<file path="config.mk">
export PLATFORM = sky130hd
export DESIGN_NAME = instr_fetch
export DESIGN_NICKNAME = d
export VERILOG_FILES = /design/src/rtl/rv32i_pkg.sv /design/src/rtl/instr_fetch_pc_next.sv /design/src/rtl/instr_fetch.sv
export SDC_FILE = /design/constraint.sdc
export NUM_CORES = 1
export LEC_CHECK = 0
export CAP_MARGIN = 20
export CORE_MARGIN = 3
export CORE_UTILIZATION = 35
export CTS_BUF_LIST = sky130_fd_sc_hd__clkbuf_8
export DETAILED_ROUTE_END_ITERATION = 6
export GPL_TIMING_DRIVEN = 0
export HOLD_SLACK_MARGIN = 0.02
export PLACE_DENSITY = 0.66
export RECOVER_POWER = 50
export REMOVE_ABC_BUFFERS = 1
export SYNTH_ARGS = -nofsm -noshare
export SYNTH_HDL_FRONTEND = slang
export SYNTH_SLANG_ARGS = --single-unit
</file>
<file path="constraint.sdc">
create_clock -name clk -period 6.4 [get_ports clk]
set_input_delay 1.6 -clock clk [delete_from_list [all_inputs] [get_ports clk]]
set_output_delay 1.6 -clock clk [all_outputs]
set_load 0.01 [all_outputs]
</file>
<file path="src/rtl/rv32i_pkg.sv">
// rv32i_pkg: shared RV32I constants and fetch state encoding
package rv32i_pkg;
  localparam int XLEN = 32;
  localparam int ILEN = 32;
  localparam logic [ILEN-1:0] RV_NOP = 32'h0000_0013;
  localparam logic [XLEN-1:0] RV_RESET_PC = 32'h0000_0000;
  typedef enum logic [1:0] {BOOT, REQ, WAIT, HOLD} fetch_state_e;
endpackage

</file>
<file path="src/rtl/instr_fetch_pc_next.sv">
// pc_next: aligned next fetch address and misalign flag from the consumed instruction
module pc_next
  import rv32i_pkg::*;
(
  input  logic [XLEN-1:0] pc_i,
  input  logic            br_taken_i,
  input  logic [XLEN-1:0] br_target_i,
  output logic [XLEN-1:0] next_pc_o,
  output logic            misalign_o
);
  // taken redirects drop the low address bits; sequential flow wraps at 2^32
  always_comb begin
    next_pc_o  = br_taken_i ? {br_target_i[XLEN-1:2], 2'b00} : pc_i + 32'd4;
    misalign_o = br_taken_i & (|br_target_i[1:0]);
  end
endmodule

</file>
<file path="src/rtl/instr_fetch.sv">
// instr_fetch: RV32I program counter and single-outstanding instruction memory fetch
module instr_fetch
  import rv32i_pkg::*;
#(
  parameter logic [XLEN-1:0] RESET_PC  = RV_RESET_PC,
  parameter logic [ILEN-1:0] NOP_INSTR = RV_NOP
) (
  input  logic            clk,
  input  logic            rst_n,
  output logic            im_req,
  output logic [XLEN-1:0] im_addr,
  input  logic            im_gnt,
  input  logic            im_rvalid,
  input  logic [ILEN-1:0] im_rdata,
  output logic [ILEN-1:0] instr,
  output logic [XLEN-1:0] instr_pc,
  output logic            instr_valid,
  input  logic            core_ready,
  input  logic            br_taken,
  input  logic [XLEN-1:0] br_target,
  output logic            misalign
);
  fetch_state_e    state_q, state_d;
  logic [XLEN-1:0] addr_q, addr_d, pc_q, pc_d, nxt_pc;
  logic [ILEN-1:0] instr_q, instr_d;
  logic            mis_q, mis_d, nxt_mis;

  pc_next u_pc_next (
    .pc_i       (pc_q),
    .br_taken_i (br_taken),
    .br_target_i(br_target),
    .next_pc_o  (nxt_pc),
    .misalign_o (nxt_mis)
  );

  // next state: grant and response only matter in REQ and WAIT, so stale pulses are dropped
  always_comb begin
    state_d = state_q;
    addr_d  = addr_q;
    pc_d    = pc_q;
    instr_d = instr_q;
    mis_d   = 1'b0;
    case (state_q)
      BOOT: begin
        state_d = REQ;
        addr_d  = RESET_PC;
      end
      REQ: state_d = im_gnt ? WAIT : REQ;
      WAIT: if (im_rvalid) begin
        state_d = HOLD;
        instr_d = im_rdata;
        pc_d    = addr_q;
      end
      HOLD: if (core_ready) begin
        state_d = REQ;
        addr_d  = nxt_pc;
        instr_d = NOP_INSTR;
        mis_d   = nxt_mis;
      end
      default: state_d = BOOT;
    endcase
  end

  // state registers; reset abandons any transaction in flight
  always_ff @(posedge clk) begin
    if (!rst_n) begin
      state_q <= BOOT;
      addr_q  <= RESET_PC;
      pc_q    <= RESET_PC;
      instr_q <= NOP_INSTR;
      mis_q   <= 1'b0;
    end else begin
      state_q <= state_d;
      addr_q  <= addr_d;
      pc_q    <= pc_d;
      instr_q <= instr_d;
      mis_q   <= mis_d;
    end
  end

  assign im_req      = (state_q == REQ);
  assign im_addr     = addr_q;
  assign instr       = instr_q;
  assign instr_pc    = pc_q;
  assign instr_valid = (state_q == HOLD);
  assign misalign    = mis_q;
endmodule

</file>
==> impl_metrics.tcl <==
set metrics [dict create \
    antenna_cells 0 \
    tightest_slew_ps 1031 \
    busiest_layer "met2" \
    insertion_delay_ps 370 \
    die_w_um 121.3 \
    post-route-drc-count 0 \
    grt_first_pass_wirelength_mm 23.69 \
    die_area_sq_um 14720 \
    slew_violations 0 \
    rows 41 \
    reg2reg_depth 6 \
    r2r_slack_ps 3500 \
    cts_resized 0 \
    port_buffers 168 \
    nFillCells 1232 \
    crit_chain "dlygate4sd3_1, clkbuf_1, nand2b_1, o211ai_1, buf_4, buf_4, nor3_1, o21ai_0" \
    ys.flop_type "dfxtp_1" \
    drive_above_1_share 0.04435 \
    core_sq_um 12820 \
    grtUsageTotal 0.2019 \
    r2r-start "state_q[1]" \
    setup_viol 0 \
    gp_congestion 0.8516 \
    cp_max_fo 20 \
    yosysSeqAreaShare 0.4257 \
    grt-ovfl-total 0 \
    timing.fmax_ghz 0.2456 \
    netlist_area_sq_um 4656 \
    run_status "finished clean" \
    worst_ir_drop_vdd_mv 0.1160 \
    use_met1 0.2535 \
    vias 4633 \
    min_from "instr[22]" \
    p_leak_uw 0.002511 \
    p_per_area_nw_per_um2 166.5 \
    setup_slack_ps 2328 \
    start_util 0.3630 \
    fin_cells 871 \
    routed_via_density 5.319 \
    grtUsageMet2 0.3098 \
    postSynthAreaPerCell_sq_um 8.419 \
    synth_cells 553 \
    wire_per_inst_um 16.98 \
    hold_path_end "instr[22]" \
    numCtsBuffers 9 \
    cp-end-kind "flip-flop" \
    startpoint_type "input port" \
    r2r-end "im_addr[10]" \
    final_nets 771 \
    postCtsSetupRepairBufs 0 \
    synth_cell_types 47 \
    cpMostUsedCell "buf_4" \
    critPathMaxStageDelay_ps 830 \
    cts_tree "built" \
    dieHeight_um 121.3 \
    antenna_found_initial 0 \
    firstDrtPassIters 5 \
    cts.htree.levels 3 \
    async_reset_ff_frac 0 \
    hold_path_class "reg -> reg" \
    root_buffer "clkbuf_8" \
    numClockSinks 99 \
    grt_max_degree 102 \
    arrival_ps 4280 \
    fin_area_sq_um 6703 \
    place_ws_ps 2153 \
    yosys_warnings 0 \
    cpMaxStageDelayCell "dlygate4sd3_1" \
    cp.required_ps 6600 \
    dpl_cell_area_sq_um 6510 \
    finalCritPeriodShare 0.6363 \
    slew_headroom 0.3128 \
    holdPathStages 2 \
    detail-route-antenna-nets 0 \
    hold_violations 0 \
    cap_viol_max_count 0 \
    post-route-min-period_ps 4072 \
    first_global_vias 4536 \
    drt_iter0_markers 305 \
    clockBufferDepth 2 \
    criticalPathCategory "in -> reg" \
    placed_cells 853 \
    ctsHoldBuffers 0 \
    area_growth_pct 43.97 \
    pin_count 169 \
    hpwl_mm 10.25 \
    ys_seq_elements 99 \
    drt-total-wl_mm 14.79 \
    clk_pin_slew_ps 90 \
    grt_setup_unrepaired "no" \
    skew_ps 9.562 \
    met3_usage 0.08252 \
    synth_edf_count 0 \
]
## cell usage after synthesis, types with 4 or more instances
master | n | area share
o211ai_1 | 5 | 0.0081
a21boi_0 | 64 | 0.10
and3_1 | 4 | 0.0054
o21ai_0 | 13 | 0.014
a221o_1 | 6 | 0.013
a22oi_1 | 6 | 0.0097
a22o_1 | 21 | 0.040
nor3_1 | 12 | 0.013
o311a_1 | 4 | 0.0086
clkbuf_1 | 41 | 0.033
nor2b_1 | 13 | 0.017
nor4_1 | 7 | 0.0094
inv_1 | 9 | 0.0073
ha_1 | 5 | 0.013
a222oi_1 | 5 | 0.011
a31oi_1 | 4 | 0.0054
nor2_1 | 12 | 0.0097
xnor2_1 | 9 | 0.017
dfxtp_1 | 99 | 0.43
nand3_1 | 12 | 0.013
nand4_1 | 34 | 0.046
or4_1 | 5 | 0.0081
buf_1 | 4 | 0.0032
nand2_1 | 120 | 0.097
## power breakdown
group          switching, uW  internal, uW  total (uW)
combinational           51.2          64.6         116
clock                    210           169         379
sequential              2.45           619         622
total                    264           853        1120
## cell usage in the layout (no fill, tap or decap), drive strengths merged, types with 10 or more instances in the layout
cell	count
dfxtp	99
dlygate4sd3	94
nor2	12
nand2	120
nand3	14
o21ai	13
nor3	12
clkdlybuf4s50	73
nand4	36
a22o	21
nor2b	13
a21boi	64
clkbuf	15
inv	10
## metrics by stage
step	hold slack, ps	total power, uW	utilization	setup TNS [ps]
global route	489.3	1161	0.5226	0
global placement	453.8	742.3	0.4965	-844.7
CTS	472.2	1133	0.5215	0
detailed placement	459.7	752.8	0.5076	0
finish	468.2	1116	0.5226	0
floorplan	485.1	667.4	-	0
## per-layer routing
layer / vias up / routed length [um] / part of all wire
li1: 2269 / - / -
met1: 2174 / 6386 / 0.43
met2: 175 / 6607 / 0.45
met3: 15 / 1569 / 0.11
met4: 0 / 228 / 0.015
met5: - / 0 / 0
## layout make-up
class | instances | area [sq um] | area share
multi-input combinational | 398 | 2467 | 0.3681
sequential | 99 | 1982 | 0.2957
timing repair buffer | 179 | 1827 | 0.2725
tap | 172 | 215.2 | 0.03211
clock buffer | 12 | 165.2 | 0.02464
inverter | 9 | 33.78 | 0.005040
clock inverter | 2 | 12.51 | 0.001867
## cells by family (layout without fill, tap and decap cells)
| group | count (synthesis) | after routing | synth area share |
|---|---|---|---|
| buf+inv | 56 | 202 | 0.04703 |
| mux | 2 | 2 | 0.004300 |
| compound gates | 139 | 139 | 0.2295 |
| simple gates | 242 | 242 | 0.2612 |
| xor+xnor | 10 | 10 | 0.01881 |
| flops | 99 | 99 | 0.4257 |
| fa+ha+maj | 5 | 5 | 0.01344 |
## state kept, by name, summed over array words and instances, names as in the netlist
signal and flops:
instr_pc 32, misalign 1, instr 32, state_q 2
im_addr 32
## worst max-delay path, delay by kind of cell
kind / cells / cell delay [ps]
AO/OA/AOI/OAI: 2 / 370
buffers and inverters: 4 / 1960
AND/OR/NAND/NOR: 2 / 340
## worst max path at each step
stage	start	endpoint
2_1_floorplan	core_ready	im_addr[27]
3_3_place_gp	rst_n	im_addr[20]
3_5_place_dp	im_rvalid	instr_pc[27]
4_1_cts	rst_n	im_addr[20]
5_1_grt	im_rvalid	instr[4]
6_report	im_rvalid	instr[4]
(Power assumes the default switching activity.)
==> patch (same flow settings) <==
Change the package constant `ILEN` from 32 to 64.
--- a/src/rtl/rv32i_pkg.sv
+++ b/src/rtl/rv32i_pkg.sv
@@ -1,7 +1,7 @@
 // rv32i_pkg: shared RV32I constants and fetch state encoding
 package rv32i_pkg;
   localparam int XLEN = 32;
-  localparam int ILEN = 32;
+  localparam int ILEN = 64;
   localparam logic [ILEN-1:0] RV_NOP = 32'h0000_0013;
   localparam logic [XLEN-1:0] RV_RESET_PC = 32'h0000_0000;
   typedef enum logic [1:0] {BOOT, REQ, WAIT, HOLD} fetch_state_e;
Ports: changed (resized im_rdata and instr); port bits go from 169 to 233. The function was not compared with the original's and may differ.
==> patch against the unedited design <==
  * Worst setup slack worse by 0.020 ns
  * Synthesized cell count increased by 26%
  * Sequential power increased by 32%
  * Final area grew 33%
  * Routed wire length grew 30%
  * Power is 60% higher
  * Area after synthesis grew 27%
  * Sequential cell count increased by 32
  * Critical path type unchanged
==> patch: results (changes against the unedited design) <==
* Grt met3 use at 5.699% (was 8.252%)
* Synth top area cells: dfxtp_1, a21boi_0, nand2_1 (unchanged)
* Layout cells sized above 1 at 5.391% (was 4.435%)
* Vias in the first global route at 5470 (was 4536)
* Reg2reg end: instr_pc[0]$_SDFFE_PN0P_ (was im_addr[10]$_SDFFE_PN0P_)
* Largest vdd supply drop at 130.6 uV (was 116.0 uV)
* Clock latency on the worst-skew pair at 0.44 ns (was 0.37 ns)
* Initial DRC Count at 327 (was 305)
* GRT met2 Usage at 33.74% (was 30.98%)
* Nets at 1004 (was 771)
* Largest net degree at the start of global routing at 77 (was 102)
* Critical path arrival at 4.45 ns (was 4.28 ns)
* Hpwl dp at 13080 microns (was 10250 microns)
* Sw Pwr at 396.5 uW (was 263.5 uW)
* Post-synthesis cell type count at 49 (was 47)
* Sequential-to-total area share from yosys stat at 44.25% (was 42.57%)
* Sequential share of power at 46.2% (was 55.7%)
* Pre-CTS setup slack at 2.137 ns (was 2.153 ns)
* Placed Area at 8482 sq um (was 6510 sq um)
* H-tree lvl count at 4 (was 3)
* Routed length on met1 at 8329 microns (was 6386 microns)
* Worst Min Path Start: instr[8]$_SDFFE_PN0P_ (was instr[22]$_SDFFE_PN0P_)
* Status: finished, final reports clean (unchanged)
* Met2 WL post-DR at 9491 microns (was 6607 microns)
* Worst reg2reg path depth at 7 (was 6)
* Reg2reg start: state_q[0]$_SDFFE_PN0P_ (was state_q[1]$_SDFFE_PN0P_)
* GRT Total Usage at 20.43% (was 20.19%)
* GPL Wtd Cong at 0.7776 (was 0.8516)
* Worst R2R Setup Slack at 3.28 ns (was 3.50 ns)
* Slew @ Worst Pin at 0.9487 ns (was 1.031 ns)
* Commonest cells in the netlist: nand2_1, dfxtp_1, a21boi_0 (unchanged)
* Port bufs at 232 (was 168)
* Met3 Wirelength at 1133 microns (was 1569 microns)
* Crit Path Max Fanout at 47 (was 20)
[patch: cell types whose count changed after synthesis, sizes merged, moves of 5 or more]
| cell | change |
|---|---|
| clkbuf | +21 |
| nand4 | +34 |
| a21boi | +32 |
| o311ai | +5 |
| nand2 | +36 |
| dfxtp | +32 |
[patch: final cells by class]
type / count / area [sq um]
tap: 216 / 270.3
timing repair buffer: 246 / 2511
clock inverter: 12 / 187.7
sequential: 131 / 2623
fill: 1539 / 7317
multi-input combinational: 494 / 3033
inverter: 7 / 27.53
clock buffer: 19 / 261.5
[patch: logic make-up after synthesis]
group / after synthesis / share of synthesized area, %
AOI/OAI and AO/OA: 173 / 22.42
xor gates and xnor gates: 10 / 1.478
buffers and inverters: 73 / 4.834
muxes: 2 / 0.3378
and+or+nand+nor: 304 / 25.63
adders and majority gates: 5 / 1.056
DFF: 131 / 44.25
[patch: through the flow]
stage               std cells  total power, uW
floorplan                 632            882.4
detailed placement       1093             1007
CTS                      1124             1814
global route             1125             1854
finish                   1125             1784
global placement         1080            995.9
